## config.mk

```make
export PLATFORM = sky130hd
export DESIGN_NAME = rgb_lcd_timing
export DESIGN_NICKNAME = d
export VERILOG_FILES = /design/src/rtl/rgb_lcd_pkg.sv /design/src/rtl/rgb_lcd_counter.sv /design/src/rtl/rgb_lcd_timing.sv
export SDC_FILE = /design/constraint.sdc
export NUM_CORES = 1
export LEC_CHECK = 0
export BUFFER_PORTS_ARGS = -buffer_cell sky130_fd_sc_hd__buf_2
export CORE_UTILIZATION = 35
export DETAILED_ROUTE_END_ITERATION = 16
export SLEW_MARGIN = 15
export SYNTH_ARGS = -nofsm -noshare
export SYNTH_HDL_FRONTEND = slang
export SYNTH_SLANG_ARGS = --single-unit
```

## constraint.sdc

```tcl
create_clock -name clkin -period 2.3 [get_ports clkin]
set_clock_uncertainty 0.15 [all_clocks]
set_input_delay 0.115 -clock clkin [delete_from_list [all_inputs] [get_ports clkin]]
set_output_delay 0.115 -clock clkin [all_outputs]
set_load 0.05 [all_outputs]
```

## src/rtl/rgb_lcd_pkg.sv

```systemverilog
`default_nettype none
// ============================================================================
// Module   : rgb_lcd_pkg
// Purpose  : Default panel timing, RGB565 pixel type and colour-bar palette.
// Revision : 1.0 - initial release
// ============================================================================
package rgb_lcd_pkg;

   typedef logic [15:0] rgb565_t;

   localparam int unsigned H_CNT_W = 11;
   localparam int unsigned V_CNT_W = 10;

   localparam int unsigned RGB_H_ACTIVE = 800;
   localparam int unsigned RGB_H_FRONT  = 40;
   localparam int unsigned RGB_H_SYNC   = 48;
   localparam int unsigned RGB_H_BACK   = 40;
   localparam int unsigned RGB_V_ACTIVE = 480;
   localparam int unsigned RGB_V_FRONT  = 13;
   localparam int unsigned RGB_V_SYNC   = 3;
   localparam int unsigned RGB_V_BACK   = 29;

   localparam rgb565_t RGB_WHITE   = 16'hFFFF;
   localparam rgb565_t RGB_YELLOW  = 16'hFFE0;
   localparam rgb565_t RGB_CYAN    = 16'h07FF;
   localparam rgb565_t RGB_GREEN   = 16'h07E0;
   localparam rgb565_t RGB_MAGENTA = 16'hF81F;
   localparam rgb565_t RGB_RED     = 16'hF800;
   localparam rgb565_t RGB_BLUE    = 16'h001F;
   localparam rgb565_t RGB_BLACK   = 16'h0000;

   // Bars run left to right, one per 128-pixel column group.
   function automatic rgb565_t rgb565_bar(input logic [2:0] idx);
      rgb565_t colour;
      colour = RGB_BLACK;
      case (idx)
         3'd0:    colour = RGB_WHITE;
         3'd1:    colour = RGB_YELLOW;
         3'd2:    colour = RGB_CYAN;
         3'd3:    colour = RGB_GREEN;
         3'd4:    colour = RGB_MAGENTA;
         3'd5:    colour = RGB_RED;
         3'd6:    colour = RGB_BLUE;
         default: colour = RGB_BLACK;
      endcase
      return colour;
   endfunction

endpackage
`default_nettype wire

```

## src/rtl/rgb_lcd_counter.sv

```systemverilog
`default_nettype none
// ============================================================================
// Module   : rgb_lcd_counter
// Purpose  : Free-running pixel/line counters with active and sync windows.
// Revision : 1.0 - initial release
// ============================================================================
module rgb_lcd_counter
   import rgb_lcd_pkg::*;
#(
   parameter int unsigned H_ACTIVE = RGB_H_ACTIVE,
   parameter int unsigned H_FRONT  = RGB_H_FRONT,
   parameter int unsigned H_SYNC   = RGB_H_SYNC,
   parameter int unsigned H_BACK   = RGB_H_BACK,
   parameter int unsigned V_ACTIVE = RGB_V_ACTIVE,
   parameter int unsigned V_FRONT  = RGB_V_FRONT,
   parameter int unsigned V_SYNC   = RGB_V_SYNC,
   parameter int unsigned V_BACK   = RGB_V_BACK
) (
   input  logic               clk_i,
   input  logic               rst_ni,
   output logic [H_CNT_W-1:0] h_cnt_o,
   output logic [V_CNT_W-1:0] v_cnt_o,
   output logic               active_o,
   output logic               first_o,
   output logic               hs_win_o,
   output logic               vs_win_o
);

   localparam int unsigned c_h_total = H_ACTIVE + H_FRONT + H_SYNC + H_BACK;
   localparam int unsigned c_v_total = V_ACTIVE + V_FRONT + V_SYNC + V_BACK;

   if (c_h_total > 2048) begin : g_h_total_err
      $error("rgb_lcd_counter: H_TOTAL %0d does not fit an 11-bit counter", c_h_total);
   end
   if (c_v_total > 1024) begin : g_v_total_err
      $error("rgb_lcd_counter: V_TOTAL %0d does not fit a 10-bit counter", c_v_total);
   end

   // Window bounds carry one spare bit so a window ending exactly at 2048/1024 stays correct.
   localparam logic [H_CNT_W:0]   c_h_act      = (H_CNT_W+1)'(H_ACTIVE);
   localparam logic [H_CNT_W:0]   c_h_sync_beg = (H_CNT_W+1)'(H_ACTIVE + H_FRONT);
   localparam logic [H_CNT_W:0]   c_h_sync_end = (H_CNT_W+1)'(H_ACTIVE + H_FRONT + H_SYNC);
   localparam logic [H_CNT_W-1:0] c_h_last     = H_CNT_W'(c_h_total - 1);
   localparam logic [V_CNT_W:0]   c_v_act      = (V_CNT_W+1)'(V_ACTIVE);
   localparam logic [V_CNT_W:0]   c_v_sync_beg = (V_CNT_W+1)'(V_ACTIVE + V_FRONT);
   localparam logic [V_CNT_W:0]   c_v_sync_end = (V_CNT_W+1)'(V_ACTIVE + V_FRONT + V_SYNC);
   localparam logic [V_CNT_W-1:0] c_v_last     = V_CNT_W'(c_v_total - 1);

   logic [H_CNT_W-1:0] h_cnt_q, h_cnt_d;
   logic [V_CNT_W-1:0] v_cnt_q, v_cnt_d;
   logic [H_CNT_W:0]   h_ext;
   logic [V_CNT_W:0]   v_ext;

   always_comb begin
      h_cnt_d = h_cnt_q + 1'b1;
      v_cnt_d = v_cnt_q;
      if (h_cnt_q == c_h_last) begin
         h_cnt_d = '0;
         v_cnt_d = (v_cnt_q == c_v_last) ? '0 : v_cnt_q + 1'b1;
      end
   end

   always_ff @(posedge clk_i or negedge rst_ni) begin
      if (!rst_ni) begin
         h_cnt_q <= '0;
         v_cnt_q <= '0;
      end else begin
         h_cnt_q <= h_cnt_d;
         v_cnt_q <= v_cnt_d;
      end
   end

   assign h_ext = {1'b0, h_cnt_q};
   assign v_ext = {1'b0, v_cnt_q};

   assign h_cnt_o  = h_cnt_q;
   assign v_cnt_o  = v_cnt_q;
   assign active_o = (h_ext < c_h_act) && (v_ext < c_v_act);
   assign first_o  = (h_cnt_q == '0) && (v_cnt_q == '0);
   assign hs_win_o = (h_ext >= c_h_sync_beg) && (h_ext < c_h_sync_end);
   assign vs_win_o = (v_ext >= c_v_sync_beg) && (v_ext < c_v_sync_end);

endmodule
`default_nettype wire

```

## src/rtl/rgb_lcd_timing.sv

```systemverilog
`default_nettype none
// ============================================================================
// Module   : rgb_lcd_timing
// Purpose  : RGB parallel-panel timing generator with renderer request port.
//            RGB_LCD_TEST_PATTERN_EN adds the test_pattern colour-bar input.
// Revision : 1.0 - initial release
// ============================================================================
module rgb_lcd_timing
   import rgb_lcd_pkg::*;
#(
   parameter int unsigned H_ACTIVE = RGB_H_ACTIVE,
   parameter int unsigned H_FRONT  = RGB_H_FRONT,
   parameter int unsigned H_SYNC   = RGB_H_SYNC,
   parameter int unsigned H_BACK   = RGB_H_BACK,
   parameter int unsigned V_ACTIVE = RGB_V_ACTIVE,
   parameter int unsigned V_FRONT  = RGB_V_FRONT,
   parameter int unsigned V_SYNC   = RGB_V_SYNC,
   parameter int unsigned V_BACK   = RGB_V_BACK,
   parameter logic        HS_POL   = 1'b0,
   parameter logic        VS_POL   = 1'b0
) (
   input  logic               clkin,
   input  logic               resetn,
`ifdef RGB_LCD_TEST_PATTERN_EN
   input  logic               test_pattern,
`endif
   output logic               pix_req,
   output logic [H_CNT_W-1:0] pix_x,
   output logic [V_CNT_W-1:0] pix_y,
   output logic               frame_start,
   input  logic [15:0]        pix_rgb,
   output logic               lcd_de,
   output logic               lcd_hs,
   output logic               lcd_vs,
   output logic [15:0]        lcd_rgb
);

   logic [H_CNT_W-1:0] h_cnt;
   logic [V_CNT_W-1:0] v_cnt;
   logic               cnt_active;
   logic               cnt_first;
   logic               cnt_hs_win;
   logic               cnt_vs_win;

   rgb_lcd_counter #(
      .H_ACTIVE (H_ACTIVE),
      .H_FRONT  (H_FRONT),
      .H_SYNC   (H_SYNC),
      .H_BACK   (H_BACK),
      .V_ACTIVE (V_ACTIVE),
      .V_FRONT  (V_FRONT),
      .V_SYNC   (V_SYNC),
      .V_BACK   (V_BACK)
   ) u_counter (
      .clk_i    (clkin),
      .rst_ni   (resetn),
      .h_cnt_o  (h_cnt),
      .v_cnt_o  (v_cnt),
      .active_o (cnt_active),
      .first_o  (cnt_first),
      .hs_win_o (cnt_hs_win),
      .vs_win_o (cnt_vs_win)
   );

   // Request stage: registered so every request output reads idle while in reset.
   logic               req_q, req_d;
   logic [H_CNT_W-1:0] x_q, x_d;
   logic [V_CNT_W-1:0] y_q, y_d;
   logic               fs_q, fs_d;
   logic               hs_win_q;
   logic               vs_win_q;

   always_comb begin
      req_d = cnt_active;
      x_d   = cnt_active ? h_cnt : '0;
      y_d   = cnt_active ? v_cnt : '0;
      fs_d  = cnt_first;
   end

   always_ff @(posedge clkin or negedge resetn) begin
      if (!resetn) begin
         req_q    <= 1'b0;
         x_q      <= '0;
         y_q      <= '0;
         fs_q     <= 1'b0;
         hs_win_q <= 1'b0;
         vs_win_q <= 1'b0;
      end else begin
         req_q    <= req_d;
         x_q      <= x_d;
         y_q      <= y_d;
         fs_q     <= fs_d;
         hs_win_q <= cnt_hs_win;
         vs_win_q <= cnt_vs_win;
      end
   end

`ifdef RGB_LCD_TEST_PATTERN_EN
   // Pattern select travels with the request so a switch lands on a pixel boundary.
   logic tp_q;

   always_ff @(posedge clkin or negedge resetn) begin
      if (!resetn) begin
         tp_q <= 1'b0;
      end else begin
         tp_q <= test_pattern;
      end
   end
`endif

   // Panel stage: one cycle behind the request, in step with the returned pixel.
   rgb565_t rgb_d, rgb_q;
   logic    de_q;
   logic    hs_q;
   logic    vs_q;

   always_comb begin
      rgb_d = RGB_BLACK;
      if (req_q) begin
`ifdef RGB_LCD_TEST_PATTERN_EN
         rgb_d = tp_q ? rgb565_bar(x_q[9:7]) : pix_rgb;
`else
         rgb_d = pix_rgb;
`endif
      end
   end

   always_ff @(posedge clkin or negedge resetn) begin
      if (!resetn) begin
         de_q  <= 1'b0;
         hs_q  <= ~HS_POL;
         vs_q  <= ~VS_POL;
         rgb_q <= RGB_BLACK;
      end else begin
         de_q  <= req_q;
         hs_q  <= hs_win_q ? HS_POL : ~HS_POL;
         vs_q  <= vs_win_q ? VS_POL : ~VS_POL;
         rgb_q <= rgb_d;
      end
   end

   assign pix_req     = req_q;
   assign pix_x       = x_q;
   assign pix_y       = y_q;
   assign frame_start = fs_q;
   assign lcd_de      = de_q;
   assign lcd_hs      = hs_q;
   assign lcd_vs      = vs_q;
   assign lcd_rgb     = rgb_q;

endmodule
`default_nettype wire

```

==> impl_metrics.toml, run 1 <==
[worst_setup_path]
reg2regPathDepth = 5
slowest_stage = "or4_1"
critical_path_arrival_ps = 2210
worstPathCellList = "ha_1, nand3_1, or4_1, or4_1, nand3_1"
cp-start-kind = "register"
regToRegSetupSlack_ps = 210
worstPathMaxFanout = 4
r2r-start = "u_counter.h_cnt_o[0]"
max_stage_delay_ps = 520
r2r_end = "u_counter.v_cnt_o[9]"
crit_required_ps = 2420
criticalPathCategory = "register to register"
critPathCaptureType = "register"

[clocking]
cts-root-buf = "clkbuf_8"
cts_max_level = 3
cts.clk_slew.worst_paths_ps = 70
clkSinkCount = 65
clock_latency_ps = 330
cts-resized-gates = 0
cts_setup_buffers = 0
numCtsBuffers = 9
tritoncts = "yes"
clockBufferDepth = 2

[timing]
fin_crit_sh = 0.910
period_minus_slack_ps = 2090
fin_ws_ps = 207
slew_headroom = 0.583
worst_pin_slew_ps = 620
rsz0062_at_grt = "no"
setup_viol = 0
hold_violations = 0
setup_tns_ps = 0
maxSlewViolCount = 0
clock.fmax_mhz = 478

[pwr]
netSwitchingFraction = 0.245
internal_power_uw = 1590
seq_power_share = 0.551
pwr-share-comb = 0.070
clkPwrFrac = 0.380
p_sw_uw = 516
ir_drop_mv = 0.235
power_leakage_uw = 0.00158
power.total_uw = 2110
powerDensity_mw_per_mm2 = 641

[global_routing]
grt_antenna_before_repair = 0
grt_max_degree = 66
grt-ovfl-total = 0
grt_pass1_vias = 1755
gr-usage-all-layers = 0.147
grt_pass1_wl_um = 8270

[synth]
async_flop_share = 1.00
yosysWarnings = 0
yosys_most_used_dff = "dfrtp_1"
synth.cell_area_mm2 = 0.00251
ys_ff_latch = 65
synth_seq_area_share = 0.648
syn_area_per_cell_um2 = 12.2
ys_types = 38
post_synth_inst_count = 206
synth_edf_count = 0

[finish]
finalInstanceArea_mm2 = 0.00329
syn_to_final_growth_pct = 31.1
mostFrequentLayoutCells = "dfrtp_1 (63), buf_2 (59), and2_1 (27)"
utilization = 0.480
antennaDiodeCount = 0
layout-drive-gt1-share = 0.305
final_common_cell = "dfrtp_1"
fin_nets = 317

[placement]
portBuffers = 59
gp_congestion = 0.863
dp_hpwl_um = 3310
place_area_mm2 = 0.00296
place_ws_ps = 239

[flow_run]
maxCapViolations = 0

[routing]
ant_nets = 0
wl_per_cell_um = 12.7
vias = 1806
drt-initial-drc-count = 104
routed_wl_um = 5020
dr.pass1.iters = 4
drc = 0
viasPerCell = 4.58

[outcome]
status = "completed"

[worst_hold_path]
hp-class = "input pin to async pin"

[floorplan]
core_area_mm2 = 0.00687
die_area_mm2 = 0.00752
pin_count = 60
initial_core_util = 0.366
row_count = 30
dieWidth_um = 86.7
die_h_um = 86.7
cells in the mapped netlist (2+ instances only):
| cell type | instances | share of area |
|---|---|---|
| and2_2 | 2 | 0.0060 |
| nor2_1 | 5 | 0.0075 |
| nand4_1 | 7 | 0.017 |
| nor3_1 | 6 | 0.012 |
| o311ai_0 | 2 | 0.0070 |
| and3_1 | 6 | 0.015 |
| xor2_1 | 3 | 0.010 |
| nor4_1 | 11 | 0.027 |
| and2_1 | 27 | 0.067 |
| clkbuf_1 | 5 | 0.0075 |
| or4_1 | 2 | 0.0060 |
| nand3_1 | 11 | 0.022 |
| inv_1 | 9 | 0.013 |
| dfstp_2 | 2 | 0.021 |
| o21ai_0 | 4 | 0.0080 |
| a21oi_1 | 3 | 0.0060 |
| ha_1 | 6 | 0.030 |
| nor2b_1 | 2 | 0.0050 |
| buf_2 | 2 | 0.0040 |
| xnor2_1 | 7 | 0.024 |
| nand2_1 | 5 | 0.0075 |
| dfrtp_1 | 63 | 0.63 |
state kept, by name (all words and copies together), names as in the netlist, 10 cells and up:
register,count
pix_y,10
lcd_rgb,16
u_counter.h_cnt_o,11
pix_x,11
u_counter.v_cnt_o,10
stage by stage:
stage	cells	hold slack [ps]
after CTS	394	180
after global routing	394	223
after detailed placement	361	7.86
after global placement	361	5.10
final	394	179
after floorplan	207	-331
per-layer routing:
layer / track usage / share of wire / up-vias
li1: - / - / 881
met4: 0.0773 / 0.013 / 0
met3: 0.0476 / 0.068 / 6
met1: 0.186 / 0.48 / 852
met5: 0 / 0 / -
met2: 0.223 / 0.44 / 67
critical path: cells and delay by family, from the launching register on:
family	cells	cell delay, ps
DFF	1	400
and+or+nand+nor	4	1240
adders and majority gates	1	250
cell families after synthesis:
group | Yosys count | synth area share
xor gates and xnor gates | 10 | 0.0349
AOI/OAI and AO/OA | 14 | 0.0359
buffers and inverters | 17 | 0.0279
other | 1 | 0.00149
and+or+nand+nor | 92 | 0.218
DFF | 65 | 0.648
adders and majority gates | 6 | 0.0299
muxes | 1 | 0.00398
final cells by class:
cell class / count / area, um^2
fillers: 619 / 3570
flip-flops and latches: 65 / 1630
multi-input cells: 125 / 817
repair buffers: 83 / 531
clock buffers: 10 / 128
well taps: 96 / 120
clock inverters: 6 / 36.3
inverters: 9 / 33.8
power groups by stage:
| stage | Sequential [uW] | Clock [uW] | Combinational (uW) |
|---|---|---|---|
| floorplan | 1240 | 0 | 9.77 |
| global placement | 1180 | 0 | 126 |
| detailed placement | 1180 | 0 | 126 |
| CTS | 1160 | 832 | 149 |
| global route | 1160 | 885 | 159 |
| finish | 1160 | 801 | 147 |
worst max path at each step:
stage	start	end	slack, ps	depth (start not counted)
3_3_place_gp	u_counter.h_cnt_o[5]	u_counter.v_cnt_o[9]	320	4
2_1_floorplan	u_counter.h_cnt_o[5]	u_counter.v_cnt_o[9]	260	5
6_report	u_counter.h_cnt_o[0]	u_counter.v_cnt_o[9]	210	5
4_1_cts	u_counter.h_cnt_o[0]	u_counter.v_cnt_o[9]	220	5
3_5_place_dp	u_counter.h_cnt_o[0]	u_counter.v_cnt_o[9]	240	5
5_1_grt	u_counter.h_cnt_o[0]	u_counter.v_cnt_o[9]	120	5
what timing repair did:
action,in CTS,in global routing
hold buffers,17,0
endpoints found under the setup margin,0,0
hold endpoints to repair,81,0
Power figures use the tool's default switching activity.
==> run 2, diff against run 1 <==
Settings changed: HOLD_SLACK_MARGIN from default to 0.12.
Clock period 2.3 ns to 2.45 ns, I/O delays scaled along.
==> impl_metrics.toml, run 2 (synthesized netlist as in run 1, its figures left out) <==
[global_routing]
grt_pass1_wl_um = 8310
grt_antenna_before_repair = 0
grt-ovfl-total = 0
grt_max_degree = 41
gr-usage-all-layers = 0.146
grt_pass1_vias = 1754

[worst_setup_path]
critical_path_arrival_ps = 2190
critPathCaptureType = "register"
cp-start-kind = "register"
worstPathMaxFanout = 4
crit_required_ps = 2570
slowest_stage = "or4_1"
max_stage_delay_ps = 510
worstPathCellList = "ha_1, nand3_1, or4_1, or4_1, nand3_1"
criticalPathCategory = "register to register"

[timing]
fin_hold_ws_ps = 177
rsz0062_at_grt = "no"
slew_headroom = 0.567
clock.fmax_mhz = 483
maxSlewViolCount = 0
worst_pin_slew_ps = 645
fin_crit_sh = 0.844
setup_tns_ps = 0
period_minus_slack_ps = 2070
setup_viol = 0
hold_violations = 0

[clocking]
tritoncts = "yes"
clkSinkCount = 65
cts-root-buf = "clkbuf_8"
clock_latency_ps = 330
numCtsBuffers = 9
cts_setup_buffers = 0
cts.clk_slew.worst_paths_ps = 70
clockBufferDepth = 2
cts_max_level = 3

[floorplan]
initial_core_util = 0.366
die_h_um = 86.7
pin_count = 60
row_count = 30
die_area_mm2 = 0.00752
dieWidth_um = 86.7
core_area_mm2 = 0.00687

[finish]
instances_no_fill = 394
fillers = 615
antennaDiodeCount = 0
mostFrequentLayoutCells = "dfrtp_1 (63), buf_2 (59), and2_1 (27)"
syn_to_final_growth_pct = 34.9
fin_nets = 317
layout-drive-gt1-share = 0.312
final_common_cell = "dfrtp_1"
largest_register_ffs = 16

[routing]
viasPerCell = 4.60
dr.pass1.iters = 4
vias = 1814
drc = 0
routed_wl_um = 5020
ant_nets = 0
drt-initial-drc-count = 122
wl_per_cell_um = 12.7

[placement]
post-place-cells = 361
portBuffers = 59
dp_hpwl_um = 3310
gp_congestion = 0.850

[worst_hold_path]
hp-class = "input pin to async pin"

[pwr]
ir_drop_mv = 0.277
powerDensity_mw_per_mm2 = 692
power_leakage_uw = 0.00162

[flow_run]
maxCapViolations = 0

[outcome]
status = "completed"
-- run 2: changes by cell type in the layout (fill, tap and decap cells not counted), sizes merged --
cell / delta
clkinv: -3
bufinv: +3
-- run 2: path summary, 6_finish.rpt --
kind | slack [ps] | cells past startpoint | startpoint | endpoint
min in group clkin | 220 | 1 | vs_win_q | lcd_vs
worst min-delay path | 180 | 2 | resetn | pix_x[10]
max in group asynchronous | 1300 | 3 | resetn | lcd_vs
worst min register to register | 220 | 1 | vs_win_q | lcd_vs
worst max register to register | 380 | 5 | u_counter.h_cnt_o[0] | u_counter.v_cnt_o[9]
worst max-delay path | 380 | 5 | u_counter.h_cnt_o[0] | u_counter.v_cnt_o[9]
-- run 2: layer usage --
layer | global-route usage | share of wire | vias up
met4 | 0.0864 | 0.020 | 0
met5 | 0 | 0 | -
met3 | 0.0429 | 0.074 | 10
li1 | - | - | 880
met2 | 0.216 | 0.44 | 62
met1 | 0.188 | 0.46 | 862
-- run 2: stage by stage --
stage,power (uW),setup slack (ps),area (um^2),utilization
after floorplan,1180,408,2520,-
after global placement,1230,273,2960,0.431
after detailed placement,1230,226,2960,0.431
after CTS,2370,206,3380,0.493
after global routing,2430,264,3390,0.493
final,2350,381,3390,0.493
-- run 2: area by class of cell --
class | instances | area, um^2 | share of cell area
clock buffers | 10 | 138 | 0.0406
clock inverters | 6 | 115 | 0.0340
inverters | 9 | 33.8 | 0.00997
multi-input cells | 125 | 822 | 0.243
flip-flops and latches | 65 | 1630 | 0.481
well taps | 96 | 120 | 0.0355
repair buffers | 83 | 531 | 0.157
-- run 2: worst max-delay path: cells and delay by family (launching register included) --
family	cells	cell delay (ps)
fa+ha+maj	1	270
simple gates	4	1200
flops	1	390
-- run 2: where the power goes --
part | internal (uW) | switching, uW | total, uW
clock network | 707 | 411 | 1120
logic | 47.2 | 90.9 | 138
registers | 1090 | 2.98 | 1090
total | 1840 | 505 | 2350
-- run 2: repair_timing --
item / 4_1_cts / 5_1_grt
hold buffers: 17 / 0
hold endpoints to repair: 80 / 0
gates resized for setup: 0 / 0
